===== src/rtl/fxp64s_shift_arbiter.sv =====
// Round-robin arbiter sharing one fxp64s variable shifter among NUM_REQ requesters, with a registered result slot.
// Optional: define FXP64S_ARB_PRIO_EN to give requester 0 strict priority over the round-robin group.

module fxp64s_var_shifter (
    input  logic [63:0] data_i,
    input  logic [63:0] shift_i,
    output logic [63:0] result_o
);
    logic [5:0] neg_amt;

    always_comb begin
        neg_amt  = 6'd0 - shift_i[5:0];
        result_o = '0;
        if (!shift_i[63]) begin
            if (shift_i[62:6] == '0) result_o = data_i << shift_i[5:0];
        end else if (shift_i[62:6] == '1 && shift_i[5:0] != 6'd0) begin
            // only -1..-63 land here; -64 and below fall through to zero
            result_o = $signed(data_i) >>> neg_amt;
        end
    end
endmodule

module fxp64s_shift_arbiter #(
    parameter int NUM_REQ = 4,
    parameter int ID_W    = 2
) (
    input  logic                  clk,
    input  logic                  rstn,
    input  logic [NUM_REQ-1:0]    req_valid,
    output logic [NUM_REQ-1:0]    req_ready,
    input  logic [NUM_REQ*64-1:0] req_data,
    input  logic [NUM_REQ*64-1:0] req_shift,
    output logic                  out_valid,
    input  logic                  out_ready,
    output logic [63:0]           out_data,
    output logic [ID_W-1:0]       out_id
);
    if (ID_W != $clog2(NUM_REQ)) begin : g_bad_id_w
        $fatal(1, "ID_W must equal clog2(NUM_REQ)");
    end

`ifdef FXP64S_ARB_PRIO_EN
    localparam bit PRIO_EN = 1'b1;
`else
    localparam bit PRIO_EN = 1'b0;
`endif

    localparam logic [ID_W:0]   NUM_REQ_W = (ID_W+1)'(NUM_REQ);
    localparam logic [ID_W-1:0] LAST_ID   = ID_W'(NUM_REQ-1);

    logic [ID_W-1:0] rr_ptr_q, rr_ptr_d;
    logic            out_valid_q, out_valid_d;
    logic [63:0]     out_data_q, out_data_d;
    logic [ID_W-1:0] out_id_q, out_id_d;

    logic            found;
    logic [ID_W-1:0] grant;
    logic            slot_free;
    logic            hs;
    logic [63:0]     sel_data, sel_shift, shift_result;

    always_comb begin
        logic [ID_W:0]   cand_sum;
        logic [ID_W-1:0] cand;
        found    = 1'b0;
        grant    = '0;
        cand_sum = '0;
        cand     = '0;
        if (PRIO_EN && req_valid[0]) begin
            found = 1'b1;
        end else begin
            for (int k = 0; k < NUM_REQ; k++) begin
                cand_sum = {1'b0, rr_ptr_q} + (ID_W+1)'(k);
                if (cand_sum >= NUM_REQ_W) cand_sum = cand_sum - NUM_REQ_W;
                cand = cand_sum[ID_W-1:0];
                if (!found && req_valid[cand] && !(PRIO_EN && cand == '0)) begin
                    found = 1'b1;
                    grant = cand;
                end
            end
        end
    end

    assign slot_free = ~out_valid_q | out_ready;
    assign hs        = rstn & slot_free & found;
    assign req_ready = hs ? ({{(NUM_REQ-1){1'b0}}, 1'b1} << grant) : '0;

    assign sel_data  = req_data[{grant, 6'b0} +: 64];
    assign sel_shift = req_shift[{grant, 6'b0} +: 64];

    fxp64s_var_shifter u_shifter (
        .data_i   (sel_data),
        .shift_i  (sel_shift),
        .result_o (shift_result)
    );

    always_comb begin
        rr_ptr_d    = rr_ptr_q;
        out_valid_d = out_valid_q;
        out_data_d  = out_data_q;
        out_id_d    = out_id_q;
        if (hs) begin
            out_valid_d = 1'b1;
            out_data_d  = shift_result;
            out_id_d    = grant;
            // requester 0 sits outside the rotation when it has priority
            if (!(PRIO_EN && grant == '0)) rr_ptr_d = (grant == LAST_ID) ? '0 : grant + ID_W'(1);
        end else if (out_ready) begin
            out_valid_d = 1'b0;
        end
    end

    always_ff @(posedge clk) begin
        if (!rstn) begin
            rr_ptr_q    <= '0;
            out_valid_q <= 1'b0;
            out_data_q  <= '0;
            out_id_q    <= '0;
        end else begin
            rr_ptr_q    <= rr_ptr_d;
            out_valid_q <= out_valid_d;
            out_data_q  <= out_data_d;
            out_id_q    <= out_id_d;
        end
    end

    assign out_valid = out_valid_q;
    assign out_data  = out_data_q;
    assign out_id    = out_id_q;
endmodule


===== config.mk =====
export PLATFORM = sky130hd
export DESIGN_NAME = fxp64s_shift_arbiter
export DESIGN_NICKNAME = d
export VERILOG_FILES = /design/src/rtl/fxp64s_shift_arbiter.sv
export SDC_FILE = /design/constraint.sdc
export NUM_CORES = 1
export LEC_CHECK = 0
export CAP_MARGIN = 5
export CORE_AREA = 4 4 225 227
export DETAILED_ROUTE_END_ITERATION = 7
export DIE_AREA = 0 0 229 231
export DONT_BUFFER_PORTS = 1
export GPL_ROUTABILITY_DRIVEN = 1
export PLACE_DENSITY = 0.59
export SYNTH_ARGS = -nofsm -noshare
export SYNTH_HDL_FRONTEND = slang
export SYNTH_SLANG_ARGS = --single-unit

===== constraint.sdc =====
create_clock -name clk -period 11.3 [get_ports clk]
set_clock_uncertainty 0.15 [all_clocks]
set_input_delay 1.695 -clock clk [delete_from_list [all_inputs] [get_ports clk]]
set_output_delay 1.695 -clock clk [all_outputs]
set_load 0.01 [all_outputs]

# [Word level (Yosys, flattened, before mapping)]
# Index checks and enable logic that the tools add are counted.
# Widths: inputs -> output; s select.
[totals] ff_bits=69 inputBits=519 output_inout_bits=71 wordCells=69
[op_classes] add_sub_neg=9 order_cmp=8 n_eq_ne=2 n_shift=5 mux=27 bitwise=4 n_reduce_logical=10
[ops] cell="$shiftx 256x9->64" n=2
[ops] cell="$mux 64" n=3
[ops] cell="$shl 64x6->64" n=1
[ops] cell="$sshr 64x6->64" n=1
[ops] cell="$eq 57x57->1 const B" n=1
[ops] cell="$logic_not 57->1" n=1
[ops] cell="$mux 2" n=9
[ops] cell="$lt 2x3->1 const B" n=4
[ops] cell="$mux 1" n=10
[ops] cell="$ge 3x3->1 const B" n=3
[ops] cell="$bmux 1 s2" n=4
[ops] cell="$sub 2x1->2 const B" n=4
[ops] cell="$add 2x2->3 const B" n=2
[ops] cell="$reduce_bool 6->1" n=1
[ops] cell="$sub 1x6->6 const A" n=1
[ops] cell="$logic_and 1x1->1" n=4
[ops] cell="$mux 4" n=1
[ops] cell="$shl 1x2->4 const A" n=1
[ops] cell="$add 2x1->3 const B" n=1
[ops] cell="$ge 2x3->1 const B" n=1
[ops] cell="$logic_not 1->1" n=3
[ops] cell="$add 2x1->2 const B" n=1
[ops] cell="$and 1x1->1" n=2
[ops] cell="$eq 2x2->1 const B" n=1
[ops] cell="3 further kinds" n=3

# [Longest topological paths before layout]
[logic_depth] depth_word=19 depth_mapped=25 ltp_nobuf=17

# [By module]
# Synthesis repeated with hierarchy kept, for this count alone.
[unflattened] cells_unflattened=1923 hier_area_um2=15509.9
[modules_own_cells] mod="fxp64s_var_shifter" instances=1 cells_per_inst=1180 area_each_um2=8788.4 seq_area_each_um2=0.0
[modules_own_cells] mod="fxp64s_shift_arbiter" instances=1 cells_per_inst=743 area_each_um2=6721.4 seq_area_each_um2=1381.3

# [Worst setup path before layout]
# OpenSTA, ideal clock, no wires.
[synth_path] kind="input to register" start="input req_valid[0]" end="register out_data_q[13], in the netlist out_data[13]" setup_ns=0.120 arrival_ns=6.620 slack_ns=4.411 path_stages=23 path_cell_list="nor2b_1 -> o21ba_2 -> buf_2 -> clkbuf_1 -> o21ai_0 -> and3_1 -> nor2_1 -> inv_2 -> clkbuf_1 -> clkbuf_1 -> buf_1 -> ha_1 -> inv_1 -> a211o_1 -> and4_1 -> buf_2 -> buf_2 -> buf_1 -> mux2i_1 -> mux2i_1 -> a222oi_1 -> o221ai_1 -> o31a_1"
[synth_via] elab_chain_len=17 word_cells_on_any_way=35
[synth_rtl] item="start: declaration" line_no="29" text="input logic [NUM_REQ-1:0] req_valid,"
[synth_rtl] item="$bmux 1 s2" line_no="76" text="if (!found && req_valid[cand] && !(PRIO_EN && cand == '0)) begin"
[synth_rtl] item="$mux 1 (not written as such)" line_no="76"
[synth_rtl] item="$mux 1" line_no="76"
[synth_rtl] item="$logic_not 1->1" line_no="76"
[synth_rtl] item="$logic_and 1x1->1" line_no="76"
[synth_rtl] item="$mux 1" line_no="76"
[synth_rtl] item="$logic_not 1->1" line_no="76"
[synth_rtl] item="$logic_and 1x1->1" line_no="76"
[synth_rtl] item="$mux 1" line_no="76"
[synth_rtl] item="$logic_not 1->1" line_no="76"
[synth_rtl] item="$logic_and 1x1->1" line_no="76"
[synth_rtl] item="$mux 2" line_no="76"
[synth_rtl] item="$shiftx 256x9->64" line_no="89" text="assign sel_shift = req_shift[{grant, 6'b0} +: 64];"
[synth_rtl] item="$sub 1x6->6 (tied with other cells)" line_no="12" text="neg_amt = 6'd0 - shift_i[5:0];"
[synth_rtl] item="$sshr 64x6->64 or $logic_and 1x1->1 (tied branches)" line_no="18, 16"
[synth_rtl] item="$mux 64" line_no="16" text="end else if (shift_i[62:6] == '1 && shift_i[5:0] != 6'd0) begin"
[synth_rtl] item="$mux 64" line_no="14" text="if (!shift_i[63]) begin"
[synth_rtl] item="end signal: assignment" line_no="122" text="out_data_q <= out_data_d;"
[synth_rtl] item="end: declaration" line_no="53" text="logic [63:0] out_data_q, out_data_d;"
# Parallel ways exist; a longest one is shown, timed or not. The select of a mux whose other input is x is not followed.
# A chain may end at the register's enable or synchronous reset.

# [Worst setup path after layout]
[layout_path] start="input req_valid[1]" end="register out_data_q[2], in the netlist out_data[2]"
# The elaborated chain is that of the path after synthesis.

==> qor.yml <==
grt_max_degree: 161
grt_antenna_before_repair: 32
cts_hold_buf: 0
synth_cell_type_count: 81
gp_congestion: 1.140
drtIter0Drc: 4388
grt_pass1_vias: 21390
root_buffer: "clkbuf_16"
cts_buffers: 9
p_leak_nw: 6.115
post-route-period-util_pct: 75.80
wire_per_inst_um: 45.54
cts_sinks: 69
coreArea_um2: 48650
grt_pass1_wl_um: 180100
cts_tree: "built"
layout_commonest_cell: "nand3_1"
drtPass1Iterations: 7
r2r_slack_ps: 3720
numPortBuffers: 0
p_per_area_nw_per_um2: 291.5
dpl_cell_area_um2: 17140
nets: 2825
cp-start-kind: "primary input"
yosys.area.top_type: "nand3_1"
syn-num-nets: 3030
grt-ovfl-total: 0
cts_resized: 0
std_cell_rows: 81
setup-tns-final_ps: 0
syn_inst: 2506
dr_total_vias: 23700
ant_nets: 0
critPathRequiredTime_ps: 11430
die_y_um: 231
hold_slack_ps: 354.9
ys_seq_area_share_pct: 8.179
clock_latency_ps: 370
critPathCapture: "out_data[2]"
avgSynthCellArea_um2: 6.739
io_pins: 590
r2r-end: "out_data[2]"
drt_wl_total_um: 134400
synth_warnings: 0
ys_ff_latch: 69
fin_crit_ps: 8566
final_cell_mix: "473 x nand3_1, 340 x o21ai_0, 198 x mux2i_1"
grt_usage_pct: 47.86
die_x_um: 229
final_area_um2: 17530
ys_async_sr_fraction_pct: 0
post-dp-hpwl_um: 108400
slew_headroom_pct: 9.175
synthToLayoutAreaGrowth_pct: 3.793
vias_per_cell: 8.029
r2r_start: "rr_ptr_q[1]"
finalSetupViolations: 0
worst_pin_slew_ps: 1348
clkTransAtPathRegs_ps: 50
drive_gt1_share_pct: 9.324
htreeDepth: 3
netlist.area_leader.share_pct: 14.05
path_class: "in2reg"
status: "finished, final reports clean"
fillers: 5381
post_cts_buffers: 0
cts_buffer_depth: 2
remaining_drc_errors: 0
crit_arrival_ps: 8700
ir_drop_mv: 0.1178
synth_edf_count: 0
min_path_type: "reg2reg"
synth_ff_type: "dfxtp_1"
synthesis.area_um2: 16890
max_freq_mhz: 116.7
rsz0062_at_grt: "false"
hold_viol: 0
r2r_cells: 18
cap_violations: 0
report.final.slew_viol_count: 0
die_area_um2: 52900
postLayoutCoreUtil_pct: 36.03
endpoint_kind: "flip-flop"
crit_fanout: 35
ys_top_cells_by_area: "nand3_1 14%, mux2i_1 12%, o21ai_0 10%"
cp-startpoint: "req_valid[1]"
initial_core_util_pct: 34.72
## area by class of cell
type | count | area [um^2] | area share, %
Clock inverter | 3 | 68.82 | 0.3926
Timing Repair Buffer | 63 | 498.0 | 2.841
Clock buffer | 13 | 250.2 | 1.428
Inverter | 10 | 38.79 | 0.2213
Tap cell | 622 | 778.2 | 4.440
Multi-Input combinational cell | 2148 | 14450 | 82.46
Sequential cell | 69 | 1381 | 7.880
Antenna cell | 24 | 60.06 | 0.3426
## metal layers
layer	global-route usage (%)	wire length [um]	share of wire, %
met3	19.88	19540	15
met1	61.20	51190	38
met5	0.5515	64	0.048
met2	66.91	53140	40
met4	28.15	10500	7.8
## through the flow
step                      cells  power (mW)  setup slack, ps
final                      2952       5.109             2734
after global routing       2946       5.202             2621
after CTS                  2927       4.805             3165
after detailed placement   2911       4.468             2797
after global placement     2911       4.498             2937
after floorplan            2506       2.886             4411
## cells by family after synthesis
kind of cell / share of synthesized area (%)
fa+ha+maj: 0.3704
compound gates: 34.96
xor+xnor: 0.2964
mux: 20.66
simple gates: 28.49
flops: 8.179
buf+inv: 7.038
## worst max-delay path, cell delays in order
cell,delay [ps]
nand2b_1,190
o211ai_4,720
buf_4,460
nand3_1,180
and3_1,260
buf_4,180
nor2_4,660
inv_2,440
ha_1,450
inv_2,480
buf_4,420
o21ai_0,380
mux2_2,420
mux2i_1,480
mux2i_1,300
a211o_1,420
o221a_2,340
o21ai_1,110
## flip-flops by register name (all words and copies together) (netlist names)
name       cells
out_valid      1
rr_ptr_q       2
out_data      64
out_id         2
## report_power, final
part           switching [mW]  total (mW)  internal, mW  leakage [nW]
logic                    3.25        4.51          1.25          5.40
registers              0.0189       0.275         0.256         0.565
clock network           0.128       0.328         0.200         0.154
## worst min-delay path by stage
stage,from,endpoint,slack (ps),cells after the start
floorplan,out_data[17],out_data[17],330,2
finish,out_data[2],out_data[2],350,2
global route,out_data[2],out_data[2],370,2
detailed placement,out_data[2],out_data[2],350,2
global placement,out_data[28],out_data[28],350,2
CTS,out_data[2],out_data[2],360,2
## synthesized netlist by cell type, types with 46 or more instances
| library cell | number |
|---|---|
| o2111ai_1 | 54 |
| a21oi_1 | 80 |
| buf_2 | 68 |
| nor2_1 | 90 |
| buf_1 | 46 |
| nand3_1 | 474 |
| mux2i_1 | 199 |
| clkbuf_1 | 160 |
| nand2_1 | 139 |
| o21ai_0 | 345 |
| mux2_2 | 51 |
| dfxtp_1 | 69 |
| nand4_1 | 118 |
| o211ai_1 | 134 |
Power figures use the tool's default switching activity.
